==> src/rtl/cpu_memory_pkg.sv <==
// Shared definitions for the Moxie memory stage: control-bit layout, access size codes and
// the bus state encoding.
package cpu_memory_pkg;

    localparam int unsigned PCB_WIDTH = 5;

    localparam int unsigned PCB_RW   = 0;
    localparam int unsigned PCB_MR   = 1;
    localparam int unsigned PCB_MW   = 2;
    localparam int unsigned PCB_M2R  = 3;
    localparam int unsigned PCB_M2PC = 4;

    localparam logic [1:0] SIZE_B = 2'b00;
    localparam logic [1:0] SIZE_S = 2'b01;
    localparam logic [1:0] SIZE_L = 2'b10;

    typedef enum logic {
        StIdle,
        StBus
    } state_e;

endpackage

==> src/rtl/cpu_memory_lane.sv <==
// Big-endian byte lane logic: select generation, store replication and load extraction with
// zero-extension. Code 2'b11 falls through to the long case.
module cpu_memory_lane
    import cpu_memory_pkg::*;
(
    input  logic [1:0]  size_i,
    input  logic [1:0]  addr_lo_i,
    input  logic [31:0] store_data_i,
    input  logic [31:0] load_word_i,
    output logic [3:0]  sel_o,
    output logic [31:0] store_word_o,
    output logic [31:0] load_data_o
);

    always_comb begin
        sel_o        = 4'b1111;
        store_word_o = store_data_i;
        load_data_o  = load_word_i;
        case (size_i)
            SIZE_B: begin
                sel_o        = 4'b1000 >> addr_lo_i;
                store_word_o = {4{store_data_i[7:0]}};
                // Lane 3 (bits 31:24) holds the byte at offset 0.
                case (addr_lo_i)
                    2'd0:    load_data_o = {24'h0, load_word_i[31:24]};
                    2'd1:    load_data_o = {24'h0, load_word_i[23:16]};
                    2'd2:    load_data_o = {24'h0, load_word_i[15:8]};
                    default: load_data_o = {24'h0, load_word_i[7:0]};
                endcase
            end
            SIZE_S: begin
                store_word_o = {2{store_data_i[15:0]}};
                if (addr_lo_i[1]) begin
                    sel_o       = 4'b0011;
                    load_data_o = {16'h0, load_word_i[15:0]};
                end else begin
                    sel_o       = 4'b1100;
                    load_data_o = {16'h0, load_word_i[31:16]};
                end
            end
            default: ;
        endcase
    end

endmodule

==> src/rtl/cpu_memory.sv <==
// Moxie memory stage with a Wishbone-classic data port. Define CPU_MEMORY_TIMEOUT_EN to add a
// bus watchdog that aborts a cycle after TIMEOUT_CYCLES without acknowledge.
module cpu_memory
    import cpu_memory_pkg::*;
#(
    parameter int unsigned TIMEOUT_CYCLES = 255
) (
    input  logic                 clk_i,
    input  logic                 rst_i,
    input  logic                 stall_i,
    input  logic [PCB_WIDTH-1:0] pipeline_control_bits_i,
    input  logic [1:0]           mem_size_i,
    input  logic [31:0]          memory_address_i,
    input  logic [31:0]          mem_result_i,
    input  logic [31:0]          reg_result_i,
    input  logic [3:0]           register_write_index_i,
    output logic [31:0]          reg_result_o,
    output logic [3:0]           register_write_index_o,
    output logic                 reg_write_o,
    output logic                 branch_flag_o,
    output logic [31:0]          branch_target_o,
    output logic                 stall_o,
    output logic [31:0]          dat_adr_o,
    output logic [31:0]          dat_dat_o,
    input  logic [31:0]          dat_dat_i,
    output logic [3:0]           dat_sel_o,
    output logic                 dat_we_o,
    output logic                 dat_cyc_o,
    output logic                 dat_stb_o,
    input  logic                 dat_ack_i,
    output logic                 bus_error_o
);

    state_e      state_q, state_d;
    logic        rw_q, rw_d;
    logic        m2r_q, m2r_d;
    logic        m2pc_q, m2pc_d;
    logic [1:0]  size_q, size_d;
    logic [1:0]  addr_lo_q, addr_lo_d;
    logic [31:0] rres_q, rres_d;
    logic [3:0]  idx_q, idx_d;

    logic [31:0] reg_result_q, reg_result_d;
    logic [3:0]  wb_idx_q, wb_idx_d;
    logic        reg_write_q, reg_write_d;
    logic        branch_flag_q, branch_flag_d;
    logic [31:0] branch_target_q, branch_target_d;
    logic [31:0] adr_q, adr_d;
    logic [31:0] dat_q, dat_d;
    logic [3:0]  sel_q, sel_d;
    logic        we_q, we_d;
    logic        cyc_q, cyc_d;

    logic        mem_op;
    logic        timeout_hit;
    logic [1:0]  lane_size;
    logic [1:0]  lane_addr_lo;
    logic [3:0]  lane_sel;
    logic [31:0] lane_store;
    logic [31:0] lane_load;

`ifdef CPU_MEMORY_TIMEOUT_EN
    localparam int unsigned CntW = (TIMEOUT_CYCLES > 255) ? $clog2(TIMEOUT_CYCLES + 1) : 8;
    logic [CntW-1:0] cnt_q, cnt_d;
    logic            bus_error_q, bus_error_d;

    assign timeout_hit = (state_q == StBus) && (32'(cnt_q) >= TIMEOUT_CYCLES - 1);
    assign bus_error_o = bus_error_q;
`else
    assign timeout_hit = 1'b0;
    assign bus_error_o = 1'b0;
`endif

    assign mem_op = pipeline_control_bits_i[PCB_MR] | pipeline_control_bits_i[PCB_MW];

    // One lane instance serves both paths: store fields come from the inputs at acceptance,
    // load extraction uses the op latched for the cycle in flight.
    assign lane_size    = (state_q == StBus) ? size_q : mem_size_i;
    assign lane_addr_lo = (state_q == StBus) ? addr_lo_q : memory_address_i[1:0];

    cpu_memory_lane u_lane (
        .size_i       (lane_size),
        .addr_lo_i    (lane_addr_lo),
        .store_data_i (mem_result_i),
        .load_word_i  (dat_dat_i),
        .sel_o        (lane_sel),
        .store_word_o (lane_store),
        .load_data_o  (lane_load)
    );

    always_comb begin
        state_d         = state_q;
        rw_d            = rw_q;
        m2r_d           = m2r_q;
        m2pc_d          = m2pc_q;
        size_d          = size_q;
        addr_lo_d       = addr_lo_q;
        rres_d          = rres_q;
        idx_d           = idx_q;
        reg_result_d    = reg_result_q;
        wb_idx_d        = wb_idx_q;
        reg_write_d     = 1'b0;
        branch_flag_d   = 1'b0;
        branch_target_d = branch_target_q;
        adr_d           = adr_q;
        dat_d           = dat_q;
        sel_d           = sel_q;
        we_d            = we_q;
        cyc_d           = cyc_q;
`ifdef CPU_MEMORY_TIMEOUT_EN
        cnt_d           = cnt_q;
        bus_error_d     = 1'b0;
`endif
        case (state_q)
            StIdle: begin
                if (!stall_i) begin
                    if (mem_op) begin
                        state_d   = StBus;
                        rw_d      = pipeline_control_bits_i[PCB_RW];
                        m2r_d     = pipeline_control_bits_i[PCB_M2R];
                        m2pc_d    = pipeline_control_bits_i[PCB_M2PC];
                        size_d    = mem_size_i;
                        addr_lo_d = memory_address_i[1:0];
                        rres_d    = reg_result_i;
                        idx_d     = register_write_index_i;
                        adr_d     = {memory_address_i[31:2], 2'b00};
                        dat_d     = lane_store;
                        sel_d     = lane_sel;
                        we_d      = pipeline_control_bits_i[PCB_MW];
                        cyc_d     = 1'b1;
`ifdef CPU_MEMORY_TIMEOUT_EN
                        cnt_d     = '0;
`endif
                    end else begin
                        reg_result_d = reg_result_i;
                        wb_idx_d     = register_write_index_i;
                        reg_write_d  = pipeline_control_bits_i[PCB_RW];
                    end
                end
            end
            StBus: begin
                if (dat_ack_i) begin
                    state_d      = StIdle;
                    cyc_d        = 1'b0;
                    we_d         = 1'b0;
                    sel_d        = 4'b0000;
                    reg_result_d = m2r_q ? lane_load : rres_q;
                    wb_idx_d     = idx_q;
                    reg_write_d  = rw_q;
                    if (m2pc_q) begin
                        branch_target_d = lane_load;
                        branch_flag_d   = 1'b1;
                    end
                end else if (timeout_hit) begin
                    state_d = StIdle;
                    cyc_d   = 1'b0;
                    we_d    = 1'b0;
                    sel_d   = 4'b0000;
`ifdef CPU_MEMORY_TIMEOUT_EN
                    bus_error_d = 1'b1;
`endif
                end else begin
`ifdef CPU_MEMORY_TIMEOUT_EN
                    cnt_d = cnt_q + 1'b1;
`endif
                end
            end
            default: state_d = StIdle;
        endcase
    end

    always_ff @(posedge clk_i or posedge rst_i) begin
        if (rst_i) begin
            state_q         <= StIdle;
            rw_q            <= 1'b0;
            m2r_q           <= 1'b0;
            m2pc_q          <= 1'b0;
            size_q          <= 2'b00;
            addr_lo_q       <= 2'b00;
            rres_q          <= '0;
            idx_q           <= '0;
            reg_result_q    <= '0;
            wb_idx_q        <= '0;
            reg_write_q     <= 1'b0;
            branch_flag_q   <= 1'b0;
            branch_target_q <= '0;
            adr_q           <= '0;
            dat_q           <= '0;
            sel_q           <= '0;
            we_q            <= 1'b0;
            cyc_q           <= 1'b0;
`ifdef CPU_MEMORY_TIMEOUT_EN
            cnt_q           <= '0;
            bus_error_q     <= 1'b0;
`endif
        end else begin
            state_q         <= state_d;
            rw_q            <= rw_d;
            m2r_q           <= m2r_d;
            m2pc_q          <= m2pc_d;
            size_q          <= size_d;
            addr_lo_q       <= addr_lo_d;
            rres_q          <= rres_d;
            idx_q           <= idx_d;
            reg_result_q    <= reg_result_d;
            wb_idx_q        <= wb_idx_d;
            reg_write_q     <= reg_write_d;
            branch_flag_q   <= branch_flag_d;
            branch_target_q <= branch_target_d;
            adr_q           <= adr_d;
            dat_q           <= dat_d;
            sel_q           <= sel_d;
            we_q            <= we_d;
            cyc_q           <= cyc_d;
`ifdef CPU_MEMORY_TIMEOUT_EN
            cnt_q           <= cnt_d;
            bus_error_q     <= bus_error_d;
`endif
        end
    end

    assign stall_o = ((state_q == StIdle) && mem_op && !stall_i) ||
                     ((state_q == StBus) && !dat_ack_i && !timeout_hit);

    assign reg_result_o           = reg_result_q;
    assign register_write_index_o = wb_idx_q;
    assign reg_write_o            = reg_write_q;
    assign branch_flag_o          = branch_flag_q;
    assign branch_target_o        = branch_target_q;
    assign dat_adr_o              = adr_q;
    assign dat_dat_o              = dat_q;
    assign dat_sel_o              = sel_q;
    assign dat_we_o               = we_q;
    assign dat_cyc_o              = cyc_q;
    assign dat_stb_o              = cyc_q;

endmodule

==> config.mk <==
export PLATFORM = sky130hd
export DESIGN_NAME = cpu_memory
export DESIGN_NICKNAME = d
export VERILOG_FILES = /design/src/rtl/cpu_memory_pkg.sv /design/src/rtl/cpu_memory_lane.sv /design/src/rtl/cpu_memory.sv
export SDC_FILE = /design/constraint.sdc
export NUM_CORES = 1
export LEC_CHECK = 0
export ABC_AREA = 1
export ABC_CLOCK_PERIOD_IN_PS = 6850
export CORE_AREA = 2 2 192 194
export CTS_CLUSTER_SIZE = 30
export DETAILED_ROUTE_END_ITERATION = 10
export DIE_AREA = 0 0 194 196
export HOLD_SLACK_MARGIN = 0.02
export PLACE_DENSITY = 0.53
export SKIP_CTS_REPAIR_TIMING = 1
export SYNTH_ARGS = -nofsm -noshare
export SYNTH_HDL_FRONTEND = slang
export SYNTH_HIERARCHICAL = 1
export SYNTH_SLANG_ARGS = --single-unit
==> constraint.sdc <==
create_clock -name clk_i -period 6.85 [get_ports clk_i]
set_input_delay 0.685 -clock clk_i [delete_from_list [all_inputs] [get_ports clk_i]]
set_output_delay 0.685 -clock clk_i [all_outputs]
set_load 0.1 [all_outputs]
Word level (Yosys, flattened, before mapping)

Cells that the tools add are included.

Output and inout port bits: 143
Input port bits: 143
Bits in registers: 182
Word-level logic and storage cells: 80

Shifts and indexed selects: 1
Bitwise operators: 3
Equal/unequal tests: 7
Muxes and demuxes: 39
Reduce and logical (&&, ||, !) cells: 12

Operators with widths:

| cell                  | number |
|---|---|
| $pmux W32 S2          | 3 |
| $mux W32              | 4 |
| $mux W4               | 7 |
| $pmux W4 S2           | 3 |
| $pmux W8 S3           | 1 |
| $mux W16              | 1 |
| $mux W1               | 14 |
| $reduce_and A3 Y1     | 4 |
| $ne A2 B2 Y1 const B  | 4 |
| $pmux W1 S2           | 4 |
| $eq A2 B1 Y1 const B  | 2 |
| $logic_not A2 Y1      | 2 |
| $mux W2               | 2 |
| $shr A4 B2 Y4 const A | 1 |
| $logic_and A1 B1 Y1   | 3 |
| $eq A2 B2 Y1 const B  | 1 |
| $logic_not A1 Y1      | 2 |
| $not A1 Y1            | 2 |
| $logic_or A1 B1 Y1    | 1 |
| $or A1 B1 Y1          | 1 |

Logic depth before layout (Yosys ltp)

Gate-level depths: netlist of the first run.

Depth after elaboration: 7
Depth in mapped cells: 17

By module

Netlist of the first run, hierarchy kept.

Modules (own cells, without submodules):

| module          | area an instance (µm²) | sequential area each (µm²) | instances | cells each |
|---|---|---|---|---|
| cpu_memory      | 7868.8                 | 4554.4                     | 1         | 981 |
| cpu_memory_lane | 999.7                  | 0.0                        | 1         | 221 |

Worst setup path after synthesis of the first run

OpenSTA, ideal clock, no wires.

Path kind: in2out
From: in pipeline_control_bits_i[1]
To: out stall_o
Required time: 6165 ps
Path slack: 4249 ps
Stages: 6
Arrival: 1916 ps
Cell sequence: nor2_2 -> inv_2 -> nand2_2 -> buf_2 -> buf_2 -> nand2_1

Word-level cells in the longest chain between the ends: 4

Ends and longest elaborated chain:

| item                              | RTL line          | text |
|---|---|---|
| from (decl)                       | cpu_memory.sv:11  | `input logic [PCB_WIDTH-1:0] pipeline_control_bits_i,` |
| $or A1 B1 Y1                      | cpu_memory.sv:74  | `assign mem_op = pipeline_control_bits_i[PCB_MR] \| pipeline_control_bits_i[PCB_MW];` |
| $logic_and A1 B1 Y1 (2 in series) | cpu_memory.sv:222 | `assign stall_o = ((state_q == StIdle) && mem_op && !stall_i) \|\|` |
| $logic_or A1 B1 Y1                | cpu_memory.sv:222 |  |
| to (decl)                         | cpu_memory.sv:22  | `output logic stall_o,` |

No other way between the ends.

Worst setup path in the final report of the first run

From: in pipeline_control_bits_i[2]
To: out stall_o

Same word-level chain as after synthesis.

==> results.json, run 1 <==
{
  "cts.sinks": 182,
  "clk_pin_slew_ns": 0.07,
  "ys_async_sr_fraction_pct": 100,
  "cap_violations": 0,
  "outcome": "complete, no violations",
  "yosysMostFrequentCell": "nand2_1",
  "syn_to_final_growth_pct": 41.5,
  "vias": 8407,
  "die_h_um": 196,
  "synth_area_um2": 8870,
  "worstReg2RegStart": "state_q$_DFF_PP0_",
  "min_path_type": "flop to flop",
  "hold_viol": 0,
  "crit_fanout": 69,
  "synthTopCellsByArea": "dfrtp_1, nand2_1, nand3_1",
  "drt-pass1-iter-count": 5,
  "antenna_left": 0,
  "cp-end-kind": "output pin",
  "drive_above_1_share_pct": 4.28,
  "clkLatencyLatePin_ns": 0.44,
  "leakagePower_nw": 6.32,
  "antenna_found_initial": 1,
  "pwr-share-comb_pct": 56.1,
  "synth_area_leader_cell": "dfrtp_1",
  "cp_top_family": "buffers and inverters",
  "grt_max_degree": 118,
  "io_pins": 286,
  "synth_edf_count": 0,
  "yosys-top-cells-count": "nand2_1, dfrtp_1, nand3_1, inv_1, o21ai_0",
  "syn_inst": 1202,
  "synth_top_area_share_pct": 51.4,
  "start_util_pct": 24.6,
  "yosysUniqueCellTypes": 25,
  "dieWidth_um": 194,
  "cts_max_level": 4,
  "ys_seq_area_share_pct": 51.4,
  "crit_start": "pipeline_control_bits_i[2]",
  "synth_compound_area_share_pct": 5.88,
  "synthSimpleGateAreaFrac_pct": 33.1,
  "grt_pass1_vias": 8254,
  "reg2regPathDepth": 15,
  "pre_cts_slack_ns": 2.73,
  "reg2reg_slack_ns": 3.35,
  "fin_cells": 1916,
  "worstMarginPinSlew_ns": 1.18,
  "cp-endpoint": "stall_o",
  "slew_viol_final": 0,
  "ys_warn_count": 6,
  "grt_pass1_wl_um": 48600,
  "core_um2": 36100,
  "r2r-end": "reg_result_o[0]$_DFFE_PP0P_",
  "fin_total_pwr_mw": 5.78,
  "drcViolationCount": 0,
  "synth_top_family_by_area": "simple AND/OR/NAND/NOR gates",
  "max-vdd-ir-drop_uv": 347,
  "swShare_pct": 54.5,
  "max-slew-margin-rel_pct": 21.3,
  "fin_skew_ns": 0.00792,
  "cp.required_ns": 6.16,
  "cts_inserted_buffers": 17,
  "hold_path_depth": 2,
  "synth_fa_ha_area_share_pct": 0,
  "overflow": 0,
  "dr.first_iter.drc_count": 553,
  "die-area_um2": 38000,
  "max_stage_delay_ns": 1.14,
  "final.setup.worst_slack_ns": 2.75,
  "critPathSlowestCell": "clkdlybuf4s50_1",
  "synth-xor-area-share_pct": 0,
  "yosys_register_bits": 182,
  "fmax_mhz": 244,
  "placedCellCount": 1884,
  "power.density_nw_per_um2": 461,
  "period_needed_ns": 4.10,
  "cp_cell_sequence": "clkdlybuf4s50_1 > nor2_2 > inv_2 > nand2_4 > nand2_1 > clkdlybuf4s50_1",
  "nets": 1578,
  "crit_cells": 6,
  "cts_tree": "done",
  "p_clk_share_pct": 17.2,
  "p_int_mw": 2.63,
  "wire_per_inst_um": 16.4,
  "rows": 70,
  "rsz0062_at_grt": "false",
  "via_per_inst": 4.39,
  "crit_top_cell": "clkdlybuf4s50_1",
  "cp_num_buf_inv": 3,
  "cp.arrival_ns": 3.42,
  "hpwl_um": 22100,
  "synthMuxAreaShare_pct": 0,
  "cts-root-buf": "clkbuf_16",
  "setup_viol": 0,
  "clk_path_buf_depth": 2,
  "synth.avg_cell_area_um2": 7.38,
  "io_buffers": 282,
  "grtUsageTotal_pct": 16.7,
  "drt-total-wl_um": 31500,
  "fin_tns_setup_ns": 0,
  "timing.final.crit_share_pct": 59.9,
  "start_kind": "input pin",
  "synth-main-ff-cell": "dfrtp_1",
  "critPathKind": "input pin to output pin",
  "power_frac_seq_pct": 26.8,
  "p_sw_mw": 3.15,
  "post-route-util_pct": 34.8,
  "gp_congestion": 0.836
}
## worst min path at each step
stage,slack [ns],startpoint,endpoint
2_1_floorplan,0.44,m2pc_q$_DFFE_PP0P_,m2pc_q$_DFFE_PP0P_
3_3_place_gp,0.45,dat_dat_o[19]$_DFFE_PP0P_,dat_dat_o[19]$_DFFE_PP0P_
3_5_place_dp,0.46,dat_adr_o[24]$_DFFE_PP0P_,dat_adr_o[24]$_DFFE_PP0P_
4_1_cts,0.48,dat_dat_o[14]$_DFFE_PP0P_,dat_dat_o[14]$_DFFE_PP0P_
5_1_grt,0.49,dat_dat_o[14]$_DFFE_PP0P_,dat_dat_o[14]$_DFFE_PP0P_
6_report,0.47,dat_dat_o[14]$_DFFE_PP0P_,dat_dat_o[14]$_DFFE_PP0P_
## routing by layer
metal | track usage (%) | share of wire [%]
met5 | 0 | 0.035
met2 | 26.6 | 46
met3 | 5.81 | 8.6
met1 | 21.7 | 45
met4 | 3.96 | 0.98
## cells in the final DEF, fill, tap and decap left out, types with 4 or more instances in the layout
| cell type | n |
|---|---|
| nand3_1 | 139 |
| dfrtp_1 | 181 |
| inv_1 | 109 |
| nor2_1 | 34 |
| o211ai_1 | 5 |
| clkdlybuf4s50_1 | 282 |
| nand2_2 | 4 |
| nand2_1 | 535 |
| o21ai_0 | 42 |
| inv_2 | 7 |
| a21oi_1 | 33 |
| clkbuf_16 | 17 |
| buf_4 | 10 |
| o21ai_1 | 19 |
## registers in the layout, indices dropped and copies added (netlist names), 2 cells and up
register,flops
dat_adr_o,30
size_q,2
idx_q,4
branch_target_o,32
register_write_index_o,4
dat_sel_o,4
dat_dat_o,32
addr_lo_q,2
rres_q,32
reg_result_o,32
## per-stage QoR
stage,hold WS [ns],instance area (µm²)
floorplan,0.442,8880
global placement,0.452,12000
detailed placement,0.458,12000
CTS,0.475,12500
global route,0.486,12500
finish,0.471,12500
## cell families (layout without fill, tap and decap cells)
logic type / after synthesis / after routing
simple gates: 720 / 720
buf+inv: 198 / 441
flops: 182 / 182
compound gates: 101 / 101
other cells: 1 / 4
## cell type report
| cell class | instances | area, µm² |
|---|---|---|
| Fill cell | 3898 | 23500 |
| Clock buffer | 20 | 447 |
| Inverter | 118 | 450 |
| Multi-Input combinational cell | 824 | 3480 |
| Tap cell | 468 | 586 |
| Sequential cell | 182 | 4560 |
| Clock inverter | 11 | 125 |
| Antenna cell | 1 | 2.50 |
| Timing Repair Buffer | 292 | 2900 |
## worst register-to-register path, stage by stage, from the launching register on
cell and delay [ns]:
dfrtp_2 0.42, buf_4 0.58, nand2_1 0.21, o21ai_4 0.10, buf_4 0.44, inv_1 0.38, nand3_2 0.34, nand2_2 0.19
nand2_1 0.12, nand3_1 0.11, inv_1 0.11, nand2_1 0.07, nand3_1 0.10, nand2_1 0.07, nand2_1 0.06, nand2_1 0.07
## power groups by stage
stage / Clock (mW) / Combinational, mW / Sequential [mW]
final: 0.992 / 3.24 / 1.55
after global routing: 1.07 / 3.40 / 1.58
after CTS: 1.03 / 3.27 / 1.55
after detailed placement: 0 / 3.26 / 1.56
after global placement: 0 / 3.25 / 1.56
after floorplan: 0 / 0.627 / 3.33
Note: power is estimated with default switching activity, not from simulation.
==> run 2, diff against run 1 <==
--- a/config.mk
+++ b/config.mk
@@ -6,7 +6,7 @@
 export NUM_CORES = 1
 export LEC_CHECK = 0
 export ABC_AREA = 1
-export ABC_CLOCK_PERIOD_IN_PS = 6850
+export ABC_CLOCK_PERIOD_IN_PS = 3900
 export CORE_AREA = 2 2 192 194
 export CTS_CLUSTER_SIZE = 30
 export DETAILED_ROUTE_END_ITERATION = 10
==> constraint.sdc (replaced) <==
create_clock -name clk_i -period 3.9 [get_ports clk_i]
set_input_delay 0.39 -clock clk_i [delete_from_list [all_inputs] [get_ports clk_i]]
set_output_delay 0.39 -clock clk_i [all_outputs]
set_load 0.1 [all_outputs]
==> run 2 against run 1 <==
Compared with the run above: power increased by 75%; critical path type is now flop to flop; sequential power increased by 75%; largest power group unchanged; design area increased by 0.51%; register-to-register slack got worse by 2.1 ns; first-iteration DRC count decreased by 8.9%; global-route usage increased by 0.96 points; sequential share of layout area decreased by 0.18 points; clock power increased by 71%; via count increased by 2.7%; combinational power increased by 77%; non-clock buffer count increased by 4.
==> results.json, run 2 (same netlist as run 1, synthesis figures left out) <==
{
  "outcome": "complete, no violations",
  "routed.top_layer": "met5",
  "final_common_cell": "nand2_1",
  "dr.first_iter.drc_count": 504,
  "cp_cell_sequence": "o21ai_4 > inv_1 > nand3_2 > nand2_2 > nand2_1 > nand3_1 > inv_1 > nand2_1 > nand3_1 > nand2_1 > nand2_1 > nand2_1",
  "hold_viol": 0,
  "nets": 1582,
  "seqCellArea_um2": 4560,
  "max-slew-margin-rel_pct": 21.7,
  "drt-met1-wl_um": 14100,
  "syn_to_final_growth_pct": 42.2,
  "die-area_um2": 38000,
  "dieWidth_um": 194,
  "crit_top_cell": "nand2_1",
  "max_stage_delay_ns": 0.57,
  "start_kind": "flop",
  "rsz0062_at_grt": "false",
  "critPathSlowestCell": "o21ai_4",
  "leakagePower_nw": 6.35,
  "io_buffers": 282,
  "cp_top_family": "simple AND/OR/NAND/NOR gates",
  "drt-pass1-iter-count": 5,
  "drcViolationCount": 0,
  "vias": 8631,
  "core_um2": 36100,
  "cts.sinks": 182,
  "cp.required_ns": 4.23,
  "grt_pass1_vias": 8627,
  "cap_violations": 0,
  "reg2reg_slack_ns": 1.23,
  "slew_viol_final": 0,
  "critPathKind": "flop to flop",
  "die_h_um": 196,
  "crit_start": "state_q$_DFF_PP0_",
  "io_pins": 286,
  "setup_viol": 0,
  "via_per_inst": 4.49,
  "drive_above_1_share_pct": 4.75,
  "cp_num_buf_inv": 2,
  "grt_max_degree": 88,
  "cts_inserted_buffers": 17,
  "min_path_type": "input pin to asynchronous set/reset pin",
  "wire_per_inst_um": 17.2,
  "hpwl_um": 23500,
  "clk_pin_slew_ns": 0.07,
  "cts-root-buf": "clkbuf_16",
  "holdWs_ns": 0.358,
  "fillers": 3887,
  "crit_fanout": 19,
  "worstReg2RegStart": "state_q$_DFF_PP0_",
  "cp.arrival_ns": 3.00,
  "cts_max_level": 4,
  "antenna_left": 0,
  "mostFrequentLayoutCells": "nand2_1, clkdlybuf4s50_1, dfrtp_1, nand3_1, inv_1",
  "max-vdd-ir-drop_uv": 583,
  "drt-total-wl_um": 33100,
  "rows": 70,
  "clk_path_buf_depth": 2,
  "cts_tree": "done",
  "start_util_pct": 24.6,
  "fin_tns_setup_ns": 0,
  "fin_skew_ns": 0.0145,
  "overflow": 0,
  "power.density_nw_per_um2": 804,
  "timing.final.crit_share_pct": 68.5,
  "worstMarginPinSlew_ns": 1.17,
  "period_needed_ns": 2.67,
  "grtUsageTotal_pct": 17.6,
  "grt_pass1_wl_um": 51200,
  "multiInputGateArea_um2": 3480,
  "cp-end-kind": "flop",
  "clkLatencyLatePin_ns": 0.45,
  "wl_met3_um": 3300,
  "fmax_mhz": 375,
  "dr_wl_met2_um": 15200,
  "gp_congestion": 0.839,
  "antenna_found_initial": 5
}
run 2: per-layer routing:
| metal | GRT usage (%) | vias up |
|---|---|---|
| li1 | - | 4168 |
| met1 | 22.5 | 4122 |
| met2 | 27.6 | 311 |
| met3 | 6.96 | 28 |
| met4 | 5.11 | 2 |
| met5 | 0 | - |
run 2: cell type report:
cell class	instances	share of cell area (%)
tap	468	4.64
sequential	182	36.1
multi-input combinational	824	27.6
clock buffer	20	3.62
antenna	3	0.0595
clock inverter	12	0.794
inverter	118	3.54
timing repair buffer	296	23.6
run 2: power by group:
group,switching (mW),internal [mW]
logic,4.46,1.25
clock network,0.788,0.911
registers,0.304,2.41
total,5.56,4.58
run 2: stage by stage:
stage / instance area, µm² / setup slack, ns / instances / utilization, % / total power, mW
final: 12600 / 1.23 / 1923 / 34.9 / 10.1
after global routing: 12600 / 0.906 / 1922 / 34.9 / 10.6
after CTS: 12600 / 1.20 / 1920 / 34.9 / 10.2
after detailed placement: 12000 / 0.807 / 1888 / 33.4 / 8.50
after global placement: 12000 / 0.903 / 1888 / 33.4 / 8.47
after floorplan: 8880 / 1.17 / 1204 / - / 6.95
run 2: final timing paths:
| path | endpoint | cells past startpoint |
|---|---|---|
| setup / recovery | reg_result_o[0]$_DFFE_PP0P_ | 12 |
| setup reg to reg | reg_result_o[0]$_DFFE_PP0P_ | 12 |
| hold reg to reg | dat_dat_o[10]$_DFFE_PP0P_ | 2 |
| hold / removal | reg_result_o[21]$_DFFE_PP0P_ | 2 |
| max in group asynchronous | dat_adr_o[3]$_DFFE_PP0P_ | 3 |
| min in group clk_i | dat_dat_o[10]$_DFFE_PP0P_ | 2 |
==> run 3, diff against run 2 <==
--- a/config.mk
+++ b/config.mk
@@ -6,7 +6,7 @@
 export NUM_CORES = 1
 export LEC_CHECK = 0
 export ABC_AREA = 1
-export ABC_CLOCK_PERIOD_IN_PS = 3900
+export ABC_CLOCK_PERIOD_IN_PS = 2800
 export CORE_AREA = 2 2 192 194
 export CTS_CLUSTER_SIZE = 30
 export DETAILED_ROUTE_END_ITERATION = 10
==> constraint.sdc (replaced) <==
create_clock -name clk_i -period 2.8 [get_ports clk_i]
set_input_delay 0.28 -clock clk_i [delete_from_list [all_inputs] [get_ports clk_i]]
set_output_delay 0.28 -clock clk_i [all_outputs]
set_load 0.1 [all_outputs]
==> run 3 against run 2 <==
Compared with the run above: critical path depth decreased by 7; sequential cell count unchanged; combinational power increased by 35%; utilization decreased by 0.56 points; count of clock-buffer cells in the layout decreased by 1; global-route usage decreased by 0.16 points; die area unchanged; highest routed layer unchanged; wire length decreased by 0.29%; first-iteration DRC count decreased by 19%; worst setup slack got worse by 1.0 ns; non-clock buffer count increased by 12; clock skew decreased by 0.0034 ns.
==> results.json, run 3 (same netlist as run 1, synthesis figures left out) <==
{
  "outcome": "complete, no violations",
  "clkLatencyLatePin_ns": 0.45,
  "seqCellArea_um2": 4560,
  "cts-root-buf": "clkbuf_16",
  "die_h_um": 196,
  "cts_tree": "done",
  "fin_total_pwr_mw": 14.0,
  "dieWidth_um": 194,
  "grt_max_degree": 89,
  "r2r-end": "reg_result_o[5]$_DFFE_PP0P_",
  "vias": 8492,
  "overflow": 0,
  "drt-pass1-iter-count": 6,
  "multiInputGateArea_um2": 3480,
  "die-area_um2": 38000,
  "drcViolationCount": 0,
  "clk_path_buf_depth": 2,
  "start_kind": "flop",
  "antenna_left": 0,
  "max-vdd-ir-drop_uv": 927,
  "timing.final.crit_share_pct": 91.6,
  "cts.sinks": 182,
  "rsz0062_at_grt": "false",
  "min_path_type": "input pin to asynchronous set/reset pin",
  "rows": 70,
  "power.density_nw_per_um2": 1130,
  "holdWs_ns": 0.0993,
  "antenna_found_initial": 3,
  "fin_skew_ns": 0.0111,
  "via_per_inst": 4.39,
  "io_pins": 286,
  "fin_tns_setup_ns": 0,
  "gp_congestion": 0.849,
  "grt_pass1_wl_um": 50700,
  "hold_viol": 0,
  "drive_above_1_share_pct": 15.1,
  "io_buffers": 282,
  "setup_viol": 0,
  "dr.first_iter.drc_count": 406,
  "hpwl_um": 24200,
  "fmax_mhz": 390,
  "reg2reg_slack_ns": 0.44,
  "drt-total-wl_um": 33000,
  "cts_max_level": 4,
  "critPathKind": "flop to output pin",
  "worstReg2RegStart": "state_q$_DFF_PP0_",
  "leakagePower_nw": 6.62,
  "cp-end-kind": "output pin",
  "core_um2": 36100,
  "cp.arrival_ns": 2.29,
  "clk_pin_slew_ns": 0.07,
  "grt_pass1_vias": 8400,
  "period_needed_ns": 2.57,
  "worstMarginPinSlew_ns": 0.841,
  "start_util_pct": 24.6,
  "cp.required_ns": 2.52,
  "reg2regPathDepth": 12,
  "grtUsageTotal_pct": 17.5,
  "max-slew-margin-rel_pct": 43.9,
  "slew_viol_final": 0,
  "crit_fanout": 34,
  "fillers": 3892,
  "cts_inserted_buffers": 17,
  "nets": 1594,
  "syn_to_final_growth_pct": 39.9,
  "cap_violations": 0,
  "wire_per_inst_um": 17.1,
  "mostFrequentLayoutCells": "nand2_1, dfrtp_1, buf_4, clkdlybuf4s50_1, nand3_1",
  "final_common_cell": "nand2_1"
}
## run 3: cell count changes in the layout (fill, tap and decap cells not counted), sizes merged
cell / delta
diode: -1
buf: +151
inv: +1
clkdlybuf4s50: -139
clkbuf: -1
## run 3: final cells by class
type	count	area share [%]
timing repair buffer	308	22.2
sequential	182	36.7
inverter	118	3.60
multi-input combinational	824	28.1
tap	468	4.72
clock inverter	13	0.988
clock buffer	19	3.65
antenna	2	0.0403
## run 3: worst max path at each step
stage,end,depth (start not counted),from
after global placement,reg_result_o[4]$_DFFE_PP0P_,14,memory_address_i[1]
after global routing,stall_o,5,state_q$_DFF_PP0_
after CTS,stall_o,5,state_q$_DFF_PP0_
final,stall_o,5,state_q$_DFF_PP0_
after detailed placement,reg_result_o[5]$_DFFE_PP0P_,14,memory_address_i[1]
after floorplan,addr_lo_q[0]$_DFFE_PP0P_,1,rst_i
## run 3: where the power goes
group / internal, mW / switching [mW] / leakage [nW]
registers: 3.36 / 0.473 / 2.24
clock network: 1.28 / 1.16 / 0.278
logic: 1.56 / 6.17 / 4.10
## run 3: critical path, cell delays in order, from the launching register on
cell and delay (ns):
dfrtp_4 0.61, buf_4 0.28, nor2_8 0.23, nand2_4 0.28
nand2_1 0.21, buf_12 0.19
## run 3: layer usage
layer	GRT usage (%)	up-vias	wire (µm)
met5	0	-	16
met1	23.3	3978	15000
met2	27.4	291	14800
li1	-	4192	-
met3	5.71	29	2710
met4	4.43	2	435
## run 3: stage by stage
stage / std cells / setup slack, ns / utilization (%) / cell area (µm²)
6_report: 1934 / 0.234 / 34.4 / 12400
3_3_place_gp: 1900 / 0.396 / 32.8 / 11800
5_1_grt: 1933 / 0.0682 / 34.4 / 12400
2_1_floorplan: 1204 / 0.183 / - / 8880
3_5_place_dp: 1900 / 0.300 / 32.8 / 11800
4_1_cts: 1932 / 0.0345 / 34.4 / 12400
